## src/rtl/bet_round_ctrl.sv

```systemverilog
`default_nettype none
// ============================================================================
// Module   : bet_round_ctrl
// Brief    : Baccarat betting-round sequencer that owns the player balance.
// Revision : 1.0
// ============================================================================
module bet_round_ctrl #(
    parameter logic [7:0]  INIT_BALANCE   = 8'd100,
    parameter logic [15:0] TIMEOUT_CYCLES = 16'd1000,
    parameter logic [3:0]  TIE_MULT       = 4'd8
) (
    input  logic       slow_clock,
    input  logic       reset,
    input  logic       bet_valid,
    input  logic [1:0] bet_type,
    input  logic [7:0] bet_amount,
    input  logic       round_done,
    input  logic       dealer_win,
    input  logic       player_win,
    output logic       round_start,
    output logic       bet_ready,
    output logic       busy,
    output logic [7:0] balance,
    output logic       settle_valid,
    output logic       money_err,
    output logic       timeout_err
);

    typedef enum logic [1:0] {
        ST_IDLE   = 2'd0,
        ST_CHECK  = 2'd1,
        ST_PLAY   = 2'd2,
        ST_SETTLE = 2'd3
    } state_t;

    localparam logic [1:0] c_BET_PLAYER = 2'b01;
    localparam logic [1:0] c_BET_BANKER = 2'b10;
    localparam logic [1:0] c_BET_TIE    = 2'b11;

    state_t      r_state;
    logic [1:0]  r_type;
    logic [7:0]  r_amount;
    logic [15:0] r_watchdog;
    logic [7:0]  r_balance;
    logic        r_round_start;
    logic        r_settle_valid;
    logic        r_money_err;
    logic        r_timeout_err;

    logic        w_reject;
    logic        w_tie;
    logic        w_win;
    logic        w_wd_last;
    logic [11:0] w_bal12;
    logic [11:0] w_amt12;
    logic [11:0] w_tie_pay;
    logic [11:0] w_new;
    logic        w_overflow;

    assign w_reject  = (r_type == 2'b00) || (r_amount == 8'd0) || (r_amount > r_balance);
    assign w_tie     = dealer_win & player_win;
    assign w_win     = (player_win & ~dealer_win & (r_type == c_BET_PLAYER)) |
                       (dealer_win & ~player_win & (r_type == c_BET_BANKER));
    assign w_wd_last = (r_watchdog == TIMEOUT_CYCLES - 16'd1);
    assign w_bal12   = {4'd0, r_balance};
    assign w_amt12   = {4'd0, r_amount};
    assign w_tie_pay = w_amt12 * {8'd0, TIE_MULT};

    // Settlement is computed from the live result inputs so the balance lands
    // during the SETTLE cycle itself; subtraction is safe since CHECK bounded it.
    always_comb begin
        w_new = w_bal12 - w_amt12;
        if (w_tie) begin
            w_new = (r_type == c_BET_TIE) ? (w_bal12 + w_tie_pay) : w_bal12;
        end else if (w_win) begin
            w_new = w_bal12 + w_amt12;
        end
    end

    assign w_overflow = (w_new > 12'd255);

    always_ff @(posedge slow_clock or posedge reset) begin
        if (reset) begin
            r_state        <= ST_IDLE;
            r_type         <= 2'b00;
            r_amount       <= 8'd0;
            r_watchdog     <= 16'd0;
            r_balance      <= INIT_BALANCE;
            r_round_start  <= 1'b0;
            r_settle_valid <= 1'b0;
            r_money_err    <= 1'b0;
            r_timeout_err  <= 1'b0;
        end else begin
            r_round_start  <= 1'b0;
            r_settle_valid <= 1'b0;
            case (r_state)
                ST_IDLE: begin
                    if (bet_valid) begin
                        r_type        <= bet_type;
                        r_amount      <= bet_amount;
                        r_money_err   <= 1'b0;
                        r_timeout_err <= 1'b0;
                        r_state       <= ST_CHECK;
                    end
                end
                ST_CHECK: begin
                    if (w_reject) begin
                        r_money_err    <= 1'b1;
                        r_settle_valid <= 1'b1;
                        r_state        <= ST_IDLE;
                    end else begin
                        r_round_start <= 1'b1;
                        r_watchdog    <= 16'd0;
                        r_state       <= ST_PLAY;
                    end
                end
                ST_PLAY: begin
                    if (round_done) begin
                        r_balance      <= w_overflow ? 8'd255 : w_new[7:0];
                        r_settle_valid <= 1'b1;
                        if (w_overflow) begin
                            r_money_err <= 1'b1;
                        end
                        r_state <= ST_SETTLE;
                    end else if (w_wd_last) begin
                        r_timeout_err  <= 1'b1;
                        r_money_err    <= 1'b1;
                        r_settle_valid <= 1'b1;
                        r_state        <= ST_IDLE;
                    end else begin
                        r_watchdog <= r_watchdog + 16'd1;
                    end
                end
                ST_SETTLE: begin
                    r_state <= ST_IDLE;
                end
                default: begin
                    r_state <= ST_IDLE;
                end
            endcase
        end
    end

    assign bet_ready    = (r_state == ST_IDLE);
    assign busy         = (r_state != ST_IDLE);
    assign balance      = r_balance;
    assign round_start  = r_round_start;
    assign settle_valid = r_settle_valid;
    assign money_err    = r_money_err;
    assign timeout_err  = r_timeout_err;

endmodule
`default_nettype wire
```

## config.mk

```make
export PLATFORM = sky130hd
export DESIGN_NAME = bet_round_ctrl
export DESIGN_NICKNAME = d
export VERILOG_FILES = /design/src/rtl/bet_round_ctrl.sv
export SDC_FILE = /design/constraint.sdc
export NUM_CORES = 1
export LEC_CHECK = 0
export BUFFER_PORTS_ARGS = -buffer_cell sky130_fd_sc_hd__buf_2
export CORE_ASPECT_RATIO = 1.25
export CORE_UTILIZATION = 59
export CTS_BUF_LIST = sky130_fd_sc_hd__clkbuf_4 sky130_fd_sc_hd__clkbuf_8 sky130_fd_sc_hd__clkbuf_16
export DETAILED_ROUTE_END_ITERATION = 12
export PLACE_DENSITY = 0.79
export SYNTH_ARGS = -nofsm -noshare
export SYNTH_HDL_FRONTEND = slang
export SYNTH_SLANG_ARGS = --single-unit
```

## constraint.sdc

```tcl
create_clock -name slow_clock -period 5.2 [get_ports slow_clock]
set_input_delay 0.78 -clock slow_clock [delete_from_list [all_inputs] [get_ports slow_clock]]
set_output_delay 0.78 -clock slow_clock [all_outputs]
set_load 0.1 [all_outputs]
```

# After elaboration in Yosys (flattened, before gate mapping)

Index checks and enable logic that the tools add are counted.
W data, S select, Z words.

Add/subtract/negate cells: 4
Eq/ne operators: 15
$mul: 0
Shift operators: 0
Bitwise operators: 8
$lt $le $gt $ge: 2
Div/mod/pow operators: 0
Reductions and logical operators: 15
Mux-type cells: 27

Operator list:

| operator                | number |
|---|---|
| $mux W16                | 3 |
| $mux W12                | 3 |
| $pmux W16 S2            | 1 |
| $add A16 B1 Y16 const B | 1 |
| $eq A16 B10 Y1 const B  | 1 |
| $add A8 B11 Y12         | 1 |
| $gt A12 B8 Y1 const B   | 1 |
| $ne A2 B2 Y1 const B    | 6 |
| $mux W1                 | 11 |
| $add A8 B8 Y9           | 1 |
| $sub A8 B8 Y9           | 1 |
| $eq A2 B2 Y1 const B    | 4 |
| $gt A8 B8 Y1            | 1 |
| $logic_not A8 Y1        | 1 |
| $mux W2                 | 4 |
| $mux W8                 | 1 |
| $pmux W2 S4             | 1 |
| $reduce_and A4 Y1       | 2 |
| $ne A3 B3 Y1 const B    | 2 |
| $reduce_and A2 Y1       | 3 |
| $reduce_bool A2 Y1      | 3 |
| $and A1 B1 Y1           | 5 |
| $reduce_and A5 Y1       | 1 |
| $eq A2 B1 Y1 const B    | 2 |
| other kinds (7)         | 11 |

Memories: 0
Register bits after elaboration: 40
Bits in latches: 0
Memory bits (read-only): 0
RAM bits: 0

# Logic depth before layout (Yosys ltp)

Depth in word-level cells: 10
Gate-level depth with buffers: 10
Gate-level depth less buffers: 10

# Least setup slack after synthesis

Ideal clock, no wire load.

Path type: reg2reg
Start: register r_balance[3], in the netlist balance[3]
End: register r_money_err, in the netlist money_err
Buffers on the path: 0
Path slack: 2197 ps
Period minus slack after synthesis: 3003 ps
Setup time: 135 ps
Arrival: 2868 ps
Stages on the path, launching flop included: 9
Cells stage by stage: dfrtp_1 > ha_1 > fa_1 > a211oi_1 > nor4_1 > o21a_1 > nor4_1 > or4_1 > o211ai_1

Cells in the longest elaborated chain, start to end: 6

Ends and longest elaborated chain:

| item                                          | RTL line | RTL |
|---|---|---|
| start, declared                               | 44       | `logic [7:0] r_balance;` |
| start signal, assigned                        | 119      | `r_balance <= w_overflow ? 8'd255 : w_new[7:0];` |
| $add A8 B11 Y12, or another cell as far along | 74       | `w_new = (r_type == c_BET_TIE) ? (w_bal12 + w_tie_pay) : w_bal12;` |
| $mux W12, on equally long branches            | 74, 75   |  |
| $mux W12                                      | 73       | `if (w_tie) begin` |
| $gt A12 B8 Y1                                 | 80       | `assign w_overflow = (w_new > 12'd255);` |
| $ne A3 B3 Y1 (no line)                        | n/a      |  |
| $reduce_and A5 Y1 (no line) *                 | n/a      |  |
| end signal, assigned                          | 91       | `r_money_err <= 1'b0;` |
| end signal, assigned                          | 101      | `r_money_err <= 1'b0;` |
| end signal, assigned                          | 108      | `r_money_err <= 1'b1;` |
| end, declared                                 | 47       | `logic r_money_err;` |

Mark *: on every way between the ends. The rest lies on a longest branch, timed or not.
A chain may end at the register's enable or synchronous reset.

# Worst setup path in the final report

Same ends and word-level chain as after synthesis.

==> results.md <==
| Result | Value |
|---|---|
| Instance area at placement | 3480 um^2 |
| Die X-Extent | 69.1 um |
| Overall die area | 5940 um^2 |
| Setup repair after global routing missed its margin | false |
| Fill count | 443 |
| N_diodes | 0 |
| Detailed-routed wire length on met3 | 319 um |
| Count of hold buffers inserted by post-cts repair | 0 |
| Count of mapped cells out of synthesis | 385 |
| Final period util | 60.8% |
| DRC violation count after routing | 0 |
| Final ANT Viol Nets | 0 |
| Clock root cell | sky130_fd_sc_hd__clkbuf_8 |
| Post-layout minimum cycle time | 3.16 ns |
| Largest area contributor in the netlist | sky130_fd_sc_hd__dfrtp_1 |
| Arrival time worst endpoint | 3.38 ns |
| Number of max-cap violations | 0 |
| Achievable Freq | 317 MHz |
| Fraction of synthesized cell area taken by the top area cell type | 27.9% |
| Worst slew margin | 47.6% |
| Worst Skew | 0.00812 ns |
| Parity-gate share of the synthesized area counting xor and xnor cells | 1.05% |
| Sequential cell area fraction in the yosys report | 30.2% |
| Initial core utilization | 61.1% |
| Clock transition at the registers of the reported paths | 0.08 ns |
| Dominant combinational cell family by area after synthesis | compound AO/OA/AOI/OAI gates |
| Vias in the first global route | 2973 |
| Number of CTS-inserted buffers | 5 |
| Async set-or-reset flop fraction in the synthesized netlist | 100% |
| Adder-cell area share of the yosys netlist | 11.2% |
| Total global routing overflow | 0 |
| Final nets | 453 |
| Top area cells in the synthesized netlist | sky130_fd_sc_hd__dfrtp_1 (28%), sky130_fd_sc_hd__ha_1 (9.4%), sky130_fd_sc_hd__nor2_1 (4.1%), sky130_fd_sc_hd__a21oi_1 (3.5%), sky130_fd_sc_hd__mux2_2 (3.4%) |
| Height of the die | 85.9 um |
| Final slew viol count | 0 |
| Area of the multi-input gates | 2160 um^2 |
| Post-detailed-routing wire length | 8890 um |
| Worst slew pin tran | 0.783 ns |
| Maximum buffer depth of the clock tree | 2 |
| TritonCTS clock tree | done |
| First-iteration detailed-routing DRC count | 168 |
| Syn. warnings | 0 |
| FF+latch area | 1000 um^2 |
| Area added between synthesis and finish | 8.36% |
| Cell area after layout | 3600 um^2 |
| Setup TNS | 0 ns |
| WL met2 | 4560 um |
| Critical Path RT | 5.42 ns |
| Number of primary I/O pins | 30 |
| Path type of the worst setup path | register to register |
| Total of cells resized after clock tree synthesis | 0 |
| Startpoint class of the critical path | register |
| Total via count after detailed routing | 3159 |
| Post-synthesis area per instance | 8.63 um^2 |
| Via density per instance | 6.66 |
| Critical Path End Type | register |
| Area fraction in and, or, nand and nor cells after synthesis | 24.1% |
| Dominant register cell in the synthesized netlist | sky130_fd_sc_hd__dfrtp_1 |
| Crit-path max FO | 5 |
| Share of cell area taken by muxes after synthesis | 4.29% |
| Per-cell routed wire length | 18.7 um |
| Met1 wire length | 3560 um |
| Final worst hold slack | 0.543 ns |
| Iteration count of the initial detailed-routing pass | 4 |
| Pin count of the biggest net entering global routing | 41 |
| Clk_lat worst skew | 0.30 ns |
| Worst Hold Class | register to register |
| Area fraction in compound gates after synthesis | 24.2% |
| Number of endpoints with negative hold slack in the final report | 0 |
| Mapped Nets | 429 |
| Setup fix buffers added after clock tree synthesis | 0 |
| First-pass GRT wire length | 14500 um |
| Number of placement rows | 30 |
| Detailed Place HPWL | 6780 um |
| # setup viols final | 0 |
| Result of the run | finished clean |
| Clock Sinks | 40 |
| Fraction of layout instances using a drive strength above 1 | 17.6% |
| Number of synthesized flops with an enable pin | 0 |
| Count of H-tree levels built during CTS | 2 |
| Number of synthesized register bits | 40 |
| Global placer's final weighted congestion | 0.986 |
| Global router's overall resource usage | 30.8% |
| Antenna violations before repair | 0 |
| Syn Std Cell Area | 3320 um^2 |
| Number of library cell types mapped by synthesis | 69 |
| Placeable core region | 5440 um^2 |
| Uppermost signal routing layer after detailed routing | met4 |
| Count of input and output buffers | 29 |
-- worst paths after layout --
check | slack, ns | end | startpoint | cells past startpoint
hold / removal | 0.54 | r_watchdog[0] | r_watchdog[0] | 1
setup reg to reg | 2.04 | money_err | balance[3] | 8
hold reg to reg | 0.54 | r_watchdog[0] | r_watchdog[0] | 1
min in group asynchronous | 0.59 | r_watchdog[0] | reset | 3
max in group asynchronous | 4.23 | balance[2] | reset | 3
setup / recovery | 2.04 | money_err | balance[3] | 8
-- layout by cell type (no fill, tap or decap), types with 5 or more instances in the layout --
cell	instances
sky130_fd_sc_hd__a21oi_1	23
sky130_fd_sc_hd__buf_2	29
sky130_fd_sc_hd__o211ai_1	8
sky130_fd_sc_hd__nand4_1	8
sky130_fd_sc_hd__nand3_1	17
sky130_fd_sc_hd__mux2_2	10
sky130_fd_sc_hd__clkbuf_8	6
sky130_fd_sc_hd__nand2_1	27
sky130_fd_sc_hd__o21ai_0	20
sky130_fd_sc_hd__or2_2	7
sky130_fd_sc_hd__dfrtp_1	37
sky130_fd_sc_hd__nor3_1	7
sky130_fd_sc_hd__nor2_1	36
sky130_fd_sc_hd__ha_1	25
sky130_fd_sc_hd__o31ai_1	11
sky130_fd_sc_hd__nor2b_1	5
sky130_fd_sc_hd__or3_1	7
sky130_fd_sc_hd__nor4_1	6
sky130_fd_sc_hd__inv_1	23
sky130_fd_sc_hd__a22oi_1	5
sky130_fd_sc_hd__o22ai_1	5
-- routing by layer --
layer | track usage [%] | up-vias
li1 | - | 1497
met1 | 37.1 | 1520
met2 | 53.0 | 107
met3 | 3.64 | 35
met4 | 18.4 | 0
met5 | 0 | -
-- cell families after synthesis --
| kind of cell | count (synthesis) |
|---|---|
| flip-flops | 40 |
| AND/OR/NAND/NOR | 149 |
| AO/OA/AOI/OAI | 115 |
| multiplexers | 13 |
| adder cells (fa/ha/maj) | 28 |
| XOR/XNOR | 4 |
| buffers and inverters | 36 |
-- cells in the mapped netlist (3+ instances only) --
library cell and instances:
sky130_fd_sc_hd__a211o_1 4, sky130_fd_sc_hd__a211oi_1 4, sky130_fd_sc_hd__a21oi_1 23, sky130_fd_sc_hd__a22oi_1 5, sky130_fd_sc_hd__a31oi_1 3, sky130_fd_sc_hd__and2_1 4, sky130_fd_sc_hd__and3_1 4, sky130_fd_sc_hd__buf_2 4
sky130_fd_sc_hd__buf_6 3, sky130_fd_sc_hd__clkbuf_1 5, sky130_fd_sc_hd__dfrtp_1 37, sky130_fd_sc_hd__dfstp_2 3, sky130_fd_sc_hd__fa_1 3, sky130_fd_sc_hd__ha_1 25, sky130_fd_sc_hd__inv_1 23, sky130_fd_sc_hd__mux2_2 10
sky130_fd_sc_hd__mux2i_1 3, sky130_fd_sc_hd__nand2_1 27, sky130_fd_sc_hd__nand2b_1 4, sky130_fd_sc_hd__nand3_1 17, sky130_fd_sc_hd__nand4_1 8, sky130_fd_sc_hd__nor2_1 36, sky130_fd_sc_hd__nor2b_1 5, sky130_fd_sc_hd__nor3_1 7
sky130_fd_sc_hd__nor4_1 6, sky130_fd_sc_hd__o2111ai_1 3, sky130_fd_sc_hd__o211ai_1 8, sky130_fd_sc_hd__o21a_1 4, sky130_fd_sc_hd__o21ai_0 20, sky130_fd_sc_hd__o22ai_1 5, sky130_fd_sc_hd__o31ai_1 11, sky130_fd_sc_hd__or2_2 7
sky130_fd_sc_hd__or3_1 7, sky130_fd_sc_hd__or4_1 4, sky130_fd_sc_hd__xnor2_1 3
-- critical path, cell delays in order (launching register included) --
cell and delay [ns]:
sky130_fd_sc_hd__dfrtp_1 0.49, sky130_fd_sc_hd__ha_1 0.30, sky130_fd_sc_hd__fa_1 0.44, sky130_fd_sc_hd__a211oi_1 0.48, sky130_fd_sc_hd__nor4_1 0.10, sky130_fd_sc_hd__o21a_1 0.21
sky130_fd_sc_hd__nor4_1 0.67, sky130_fd_sc_hd__nor3_1 0.16, sky130_fd_sc_hd__o211ai_1 0.22
-- sequential cells by signal, indices dropped and copies added, names as in the netlist --
signal,count
r_state,2
round_start,1
balance,8
money_err,1
settle_valid,1
timeout_err,1
r_watchdog,16
r_amount,8
r_type,2
-- stage by stage --
step                      setup WS (ns)  utilization (%)  cells
final                              2.04             66.2    474
after global routing               1.92             66.2    474
after CTS                          2.12             66.2    474
after detailed placement           2.15             63.9    466
after global placement             2.22             63.9    466
after floorplan                    2.20                -    385
-- cell type report --
cell class | instances | area share (%)
inverters | 23 | 2.40
well taps | 64 | 2.22
multi-input cells | 309 | 59.9
flip-flops and latches | 40 | 27.9
repair buffers | 30 | 4.24
clock buffers | 6 | 2.29
clock inverters | 2 | 1.08
Power is not shown: default switching activity piles up to over one toggle a cycle in this logic, so the estimate is an artifact.
